[src/rtl/cpu_types_pkg.sv]
// cpu_types_pkg: shared pipeline types for the memory stage.
//   word_t      - 32-bit datapath word
//   regbits_t   - 5-bit register index
//   memtoreg_t  - write-back source select
//   mem_state_t - memory access unit controller states
//   wb_select() - write-back data mux (code 3 aliases the ALU result)
package cpu_types_pkg;

    typedef logic [31:0] word_t;
    typedef logic [4:0]  regbits_t;

    typedef enum logic [1:0] {
        MTR_ALU = 2'd0,
        MTR_MEM = 2'd1,
        MTR_PC4 = 2'd2
    } memtoreg_t;

    typedef enum logic [1:0] {
        IDLE,
        WAIT,
        HALTED
    } mem_state_t;

    function automatic word_t wb_select(input logic [1:0] mtr,
                                        input word_t      alu_out,
                                        input word_t      dload,
                                        input word_t      pc_4);
        case (mtr)
            MTR_MEM: return dload;
            MTR_PC4: return pc_4;
            default: return alu_out;
        endcase
    endfunction

endpackage

[src/rtl/mem_wb_latch.sv]
// mem_wb_latch: integrated MEM/WB pipeline register.
//   clk, rst    - clock, synchronous active-high reset
//   bubble      - 1 = stage stalled; insert a bubble (no write, halt held)
//   kill        - suppress the register write for this instruction
//   misaligned  - current instruction is an ignored misaligned access
//   mem_RegWr, mem_wsel, wdat, mem_halt - values captured when not bubbling
//   wb_RegWr, wb_wsel, wb_wdat, wb_halt, misalign - registered outputs
module mem_wb_latch
    import cpu_types_pkg::*;
(
    input  logic     clk,
    input  logic     rst,
    input  logic     bubble,
    input  logic     kill,
    input  logic     misaligned,
    input  logic     mem_RegWr,
    input  regbits_t mem_wsel,
    input  word_t    wdat,
    input  logic     mem_halt,
    output logic     wb_RegWr,
    output regbits_t wb_wsel,
    output word_t    wb_wdat,
    output logic     wb_halt,
    output logic     misalign
);

    always_ff @(posedge clk) begin
        if (rst) begin
            wb_RegWr <= 1'b0;
            wb_wsel  <= '0;
            wb_wdat  <= '0;
            wb_halt  <= 1'b0;
            misalign <= 1'b0;
        end else if (bubble) begin
            // Destination and data are left as-is; only the write strobe matters.
            wb_RegWr <= 1'b0;
            misalign <= 1'b0;
        end else begin
            wb_RegWr <= mem_RegWr & ~kill;
            wb_wsel  <= mem_wsel;
            wb_wdat  <= wdat;
            wb_halt  <= wb_halt | mem_halt;
            misalign <= misaligned;
        end
    end

endmodule

[src/rtl/mem_access_unit.sv]
// mem_access_unit: memory stage of the 5-stage pipeline with integrated MEM/WB latch.
//   CLK, RST                       - clock, synchronous active-high reset
//   mem_*                          - EX/MEM register outputs (control, address, data)
//   dhit, dload                    - data-cache completion and load data
//   dREN, dWEN, daddr, dstore      - data-cache request (combinational)
//   stall                          - hold all upstream registers
//   wb_RegWr, wb_wsel, wb_wdat     - registered write-back to the register file
//   wb_halt                        - sticky registered halt
//   misalign                       - one-cycle pulse for an ignored misaligned access
//   bus_err                        - sticky request-timeout flag
module mem_access_unit
    import cpu_types_pkg::*;
#(
    parameter int unsigned WAIT_LIMIT = 255,
    parameter word_t       BAD_WORD   = 32'hBAD1BAD1
) (
    input  logic        CLK,
    input  logic        RST,
    input  logic        mem_MemRd,
    input  logic        mem_MemWr,
    input  logic [31:0] mem_alu_out,
    input  logic [31:0] mem_rdat2,
    input  logic        mem_RegWr,
    input  logic [31:0] mem_wsel,
    input  logic [1:0]  mem_MemtoReg,
    input  logic [31:0] mem_pc_4,
    input  logic        mem_halt,
    input  logic        dhit,
    input  logic [31:0] dload,
    output logic        dREN,
    output logic        dWEN,
    output logic [31:0] daddr,
    output logic [31:0] dstore,
    output logic        stall,
    output logic        wb_RegWr,
    output logic [4:0]  wb_wsel,
    output logic [31:0] wb_wdat,
    output logic        wb_halt,
    output logic        misalign,
    output logic        bus_err
);

    localparam int unsigned    CW      = $clog2(WAIT_LIMIT + 1);
    localparam logic [CW-1:0]  CNT_MAX = CW'(WAIT_LIMIT);

    mem_state_t    state, state_next;
    logic [CW-1:0] cnt, cnt_next;

    logic  mem_req, aligned, running;
    logic  access, misaligned, timeout, stall_int;
    word_t wdat;
    logic  unused_wsel_hi;

    assign unused_wsel_hi = ^mem_wsel[31:5];

    assign mem_req    = mem_MemRd | mem_MemWr;
    assign aligned    = (mem_alu_out[1:0] == 2'b00);
    assign running    = (state != HALTED);
    assign access     = mem_req & aligned & running;
    assign misaligned = mem_req & ~aligned & running;
    assign timeout    = (state == WAIT) & (cnt == CNT_MAX) & ~dhit;
    assign stall_int  = (access & ~dhit & ~timeout) | (state == HALTED);

    // Requests and stall are forced low while reset is held so the cache and
    // upstream see a quiet stage even though the EX/MEM inputs may still be live.
    assign dREN   = ~RST & access & mem_MemRd;
    assign dWEN   = ~RST & access & mem_MemWr & ~mem_MemRd;
    assign stall  = ~RST & stall_int;
    assign daddr  = mem_alu_out;
    assign dstore = mem_rdat2;

    always_ff @(posedge CLK) begin
        if (RST) begin
            state <= IDLE;
            cnt   <= '0;
        end else begin
            state <= state_next;
            cnt   <= cnt_next;
        end
    end

    // Leaving IDLE/WAIT happens exactly when the stage stops stalling, so a halt
    // that shows up alongside a pending access is taken only once the access ends.
    always_comb begin
        state_next = state;
        cnt_next   = cnt;
        case (state)
            IDLE: begin
                if (stall_int) begin
                    state_next = WAIT;
                    cnt_next   = CW'(1);
                end else if (mem_halt) begin
                    state_next = HALTED;
                end
            end
            WAIT: begin
                if (stall_int) begin
                    cnt_next = cnt + CW'(1);
                end else begin
                    cnt_next   = '0;
                    state_next = mem_halt ? HALTED : IDLE;
                end
            end
            HALTED: begin
                state_next = HALTED;
            end
            default: begin
                state_next = IDLE;
                cnt_next   = '0;
            end
        endcase
    end

    always_ff @(posedge CLK) begin
        if (RST) begin
            bus_err <= 1'b0;
        end else if (timeout) begin
            bus_err <= 1'b1;
        end
    end

    assign wdat = timeout ? BAD_WORD : wb_select(mem_MemtoReg, mem_alu_out, dload, mem_pc_4);

    mem_wb_latch u_wb_latch (
        .clk        (CLK),
        .rst        (RST),
        .bubble     (stall_int),
        .kill       (misaligned | timeout),
        .misaligned (misaligned),
        .mem_RegWr  (mem_RegWr),
        .mem_wsel   (mem_wsel[4:0]),
        .wdat       (wdat),
        .mem_halt   (mem_halt),
        .wb_RegWr   (wb_RegWr),
        .wb_wsel    (wb_wsel),
        .wb_wdat    (wb_wdat),
        .wb_halt    (wb_halt),
        .misalign   (misalign)
    );

endmodule

[config.mk]
export PLATFORM = sky130hd
export DESIGN_NAME = mem_access_unit
export DESIGN_NICKNAME = d
export VERILOG_FILES = /design/src/rtl/cpu_types_pkg.sv /design/src/rtl/mem_wb_latch.sv /design/src/rtl/mem_access_unit.sv
export SDC_FILE = /design/constraint.sdc
export NUM_CORES = 1
export LEC_CHECK = 0
export CAP_MARGIN = 5
export CORE_AREA = 5 5 105 107
export CTS_CLUSTER_SIZE = 40
export DETAILED_ROUTE_END_ITERATION = 6
export DIE_AREA = 0 0 110 112
export GPL_TIMING_DRIVEN = 0
export PLACE_DENSITY = 0.81
export SYNTH_ARGS = -nofsm -noshare
export SYNTH_HDL_FRONTEND = slang
export SYNTH_SLANG_ARGS = --single-unit
[constraint.sdc]
create_clock -name CLK -period 3.1 [get_ports CLK]
set_clock_uncertainty 0.1 [all_clocks]
set_input_delay 0.775 -clock CLK [delete_from_list [all_inputs] [get_ports CLK]]
set_output_delay 0.775 -clock CLK [all_outputs]
set_load 0.03 [all_outputs]
==> results.md <==
- DRC errors left: 0
- First-pass GRT wire length: 19.63 mm
- Slew @ Worst Pin: 0.6646 ns
- Die span in y: 112 µm
- Post-route minimum period: 3.026 ns
- CTS root buffer: clkbuf_8
- Clock-pin slew on the worst setup and hold paths: 0.08 ns
- IO Pins: 277
- Setup ws final: 0.07385 ns
- Hold Startpoint: u_wb_latch.wb_halt
- Dpl cells: 728
- FILL cells: 922
- Status: complete, no violations
- Layout Cells excl Fill: 737
- Chip width: 110 µm
- Input/output buffers: 216
- CTS buffer count: 5
- Synth Area in Compound Gates: 29.46%
- Register-to-register setup slack: 0.98 ns
- Hold_buf cts: 0
- FF/Latch Area: 1021 µm²
- VDD IR-drop max: 0.1682 mV
- Fmax: 0.3305 GHz
- Max-cap violations: 0
- Clk Latency, worst-skew pair: 0.29 ns
- Signal arrival time at the worst endpoint: 2.15 ns
- Area Growth Syn to Fin: 78.97%
- Adder-Cell Fraction of Synth Area: 1.211%
- Synth cell types: 37
- Gpl congestion: 0.8215
- Fin. Hold Viols: 0
- Inserted Diodes: 0
- Static Leak: 2.133 nW
- Post-synthesis xor/xnor area fraction: 1.412%
- Initial DRC count: 170
- R2r worst-path depth: 6
- Area of the multi-input gates: 1459 µm²
- Largest family of logic cells by synthesized area: compound AO/OA/AOI/OAI gates
- Pin count of the biggest net entering global routing: 14
- Fin crit share: 97.62%
- Hold EP: u_wb_latch.wb_halt
- H-tree levels: 2
- Rel. slew slack: 55.35%
- Worst Path Required: 2.22 ns
- Crit-path max FO: 10
- Initial core utilization: 30.86%
- Initial DRT Pass Iterations: 4
- Routed WL per cell: 16.85 µm
- Gr ovfl total: 0
- Vias per cell: 4.950
- Maximum root-to-sink buffer count: 2
- Layout cell share with drive strength beyond 1: 18.30%
- Crit. End Element: output pin
- Final setup fails: 0
- Avg Cell Area, Syn: 8.246 µm²
- Nets: 774
- Vias in the first global route: 3913
- Synth warn: 0
- Unrepaired setup endpoints after global routing: true
- Slew Limit Fails: 0
- Syn Inst Count: 376
- Seq/Total Area, Yosys: 32.93%
- Post-Synth Simple-Gate Area: 14.29%
- Post-synthesis mux area share: 0%
- Most used DFF post-synth: dfxtp_1
- Crit path launch type: input pin
- WS Path Type: in -> out
- Reg2Reg Launch Point: cnt[0]
- Power Dens Cells: 352.1 nW/µm²
- Pre-CTS WS: -1.201 ns
- Dpl hpwl: 10.35 mm
- Final wirelength: 12.42 mm
- Via count: 3648
- Hold depth: 2
- Gr usage total: 19.68%
- Post-route ant nets: 0
- Rows: 37
- Initial antenna violation count: 0
- Worst Hold Class: reg -> reg
- Synthesized Nets: 548
- Mapped Area: 3100 µm²
- Total core area: 10050 µm²
- Asr flop ratio synth: 0%
- Flops & latches, synth: 51
- Worst flop-to-flop path endpoint: u_wb_latch.wb_wdat[24]
- Full die area: 12320 µm²
- Number of synthesized flops with an enable pin: 0
- TritonCTS clock tree: done
- Clock Sinks: 51
## worst max-delay path, cell delays in order
cell and delay, ns:
clkdlybuf4s50_1 0.46, nor2_1 0.32, o21ai_4 0.10, nand2_4 0.09, clkbuf_16 0.16, nor2_1 0.05
buf_4 0.19
## state kept, by name, summed over array words and instances, names as in the netlist
signal,cells
u_wb_latch.misalign,1
state,2
u_wb_latch.wb_wdat,32
u_wb_latch.wb_RegWr,1
bus_err,1
cnt,8
u_wb_latch.wb_halt,1
u_wb_latch.wb_wsel,5
## where the power goes
group	switching, mW	internal, mW
clock	0.201	0.151
sequential	0.0297	0.709
combinational	0.439	0.424
total	0.670	1.28
## through the flow
stage | cell area, µm² | power (mW) | util (%) | setup TNS [ns] | hold slack, ns
after CTS | 5560 | 1.978 | 55.35 | 0 | 0.3599
after global placement | 5433 | 1.593 | 54.08 | -1.793 | 0.3366
final | 5549 | 1.954 | 55.24 | 0 | 0.3581
after global routing | 5549 | 2.057 | 55.24 | -0.08414 | 0.3832
after floorplan | 3100 | 1.198 | - | 0 | 0.3741
after detailed placement | 5433 | 1.608 | 54.08 | -1.895 | 0.3480
## kinds of logic after synthesis
logic type / Yosys count
AO/OA/AOI/OAI: 122
XOR/XNOR: 5
adder cells (fa/ha/maj): 3
buffers and inverters: 103
flip-flops: 51
AND/OR/NAND/NOR: 92
## layout make-up
class | instances | share of cell area (%)
clock buffers | 6 | 1.308
flip-flops and latches | 51 | 18.40
inverters | 9 | 0.6088
well taps | 136 | 3.067
repair buffers | 219 | 38.99
multi-input cells | 222 | 26.29
plain buffers | 94 | 11.34
## worst max path at each step
| stage | from | end | cells after the start |
|---|---|---|---|
| after CTS | mem_MemRd | dREN | 5 |
| after global routing | mem_MemRd | dWEN | 5 |
| after detailed placement | mem_alu_out[1] | stall | 7 |
| final | mem_MemRd | stall | 7 |
| after floorplan | dhit | stall | 5 |
| after global placement | mem_alu_out[1] | stall | 7 |
## metal layers
layer,part of all wire [%],track usage [%],up-vias
met5,0,0,-
met4,1.8,4.821,0
met3,9.3,5.913,18
met2,52,35.88,165
met1,37,21.89,1695
li1,-,-,1770
## cell usage in the layout, fill, tap and decap left out, types with 2 or more instances in the layout
cell type	count
clkdlybuf4s50_1	210
buf_4	71
dfxtp_1	51
nand2_1	34
a22oi_1	32
o21ai_0	26
nor2_1	23
a21oi_1	22
clkbuf_1	21
o221a_2	18
o32ai_1	14
inv_1	8
nand3_1	8
nand4_1	7
buf_2	6
clkbuf_8	5
o41ai_1	4
xnor2_1	3
nor3_1	3
ha_1	3
clkbuf_2	3
nand3b_1	2
and4_1	2
or3_1	2
a32o_1	2
nor4b_1	2
xor2_1	2
nor2b_1	2
## synthesized netlist by cell type (all sizes together) (7+ instances only)
cell     n  area [µm²]
buf     73       529.3
dfxtp   51        1021
nand2   35       131.4
a22oi   32       240.2
o21ai   27       138.9
nor2    23       86.33
a21oi   22       110.1
clkbuf  21       78.83
o221a   18       202.7
o32ai   14       122.6
inv      8       30.03
nand3    8       40.04
nand4    7       43.79
## repair_timing
action,in CTS,in global routing
resized for setup,26,5
pin swaps,3,0
endpoints found under the setup margin,3,3
setup buffers,3,0
Power figures use the tool's default switching activity.
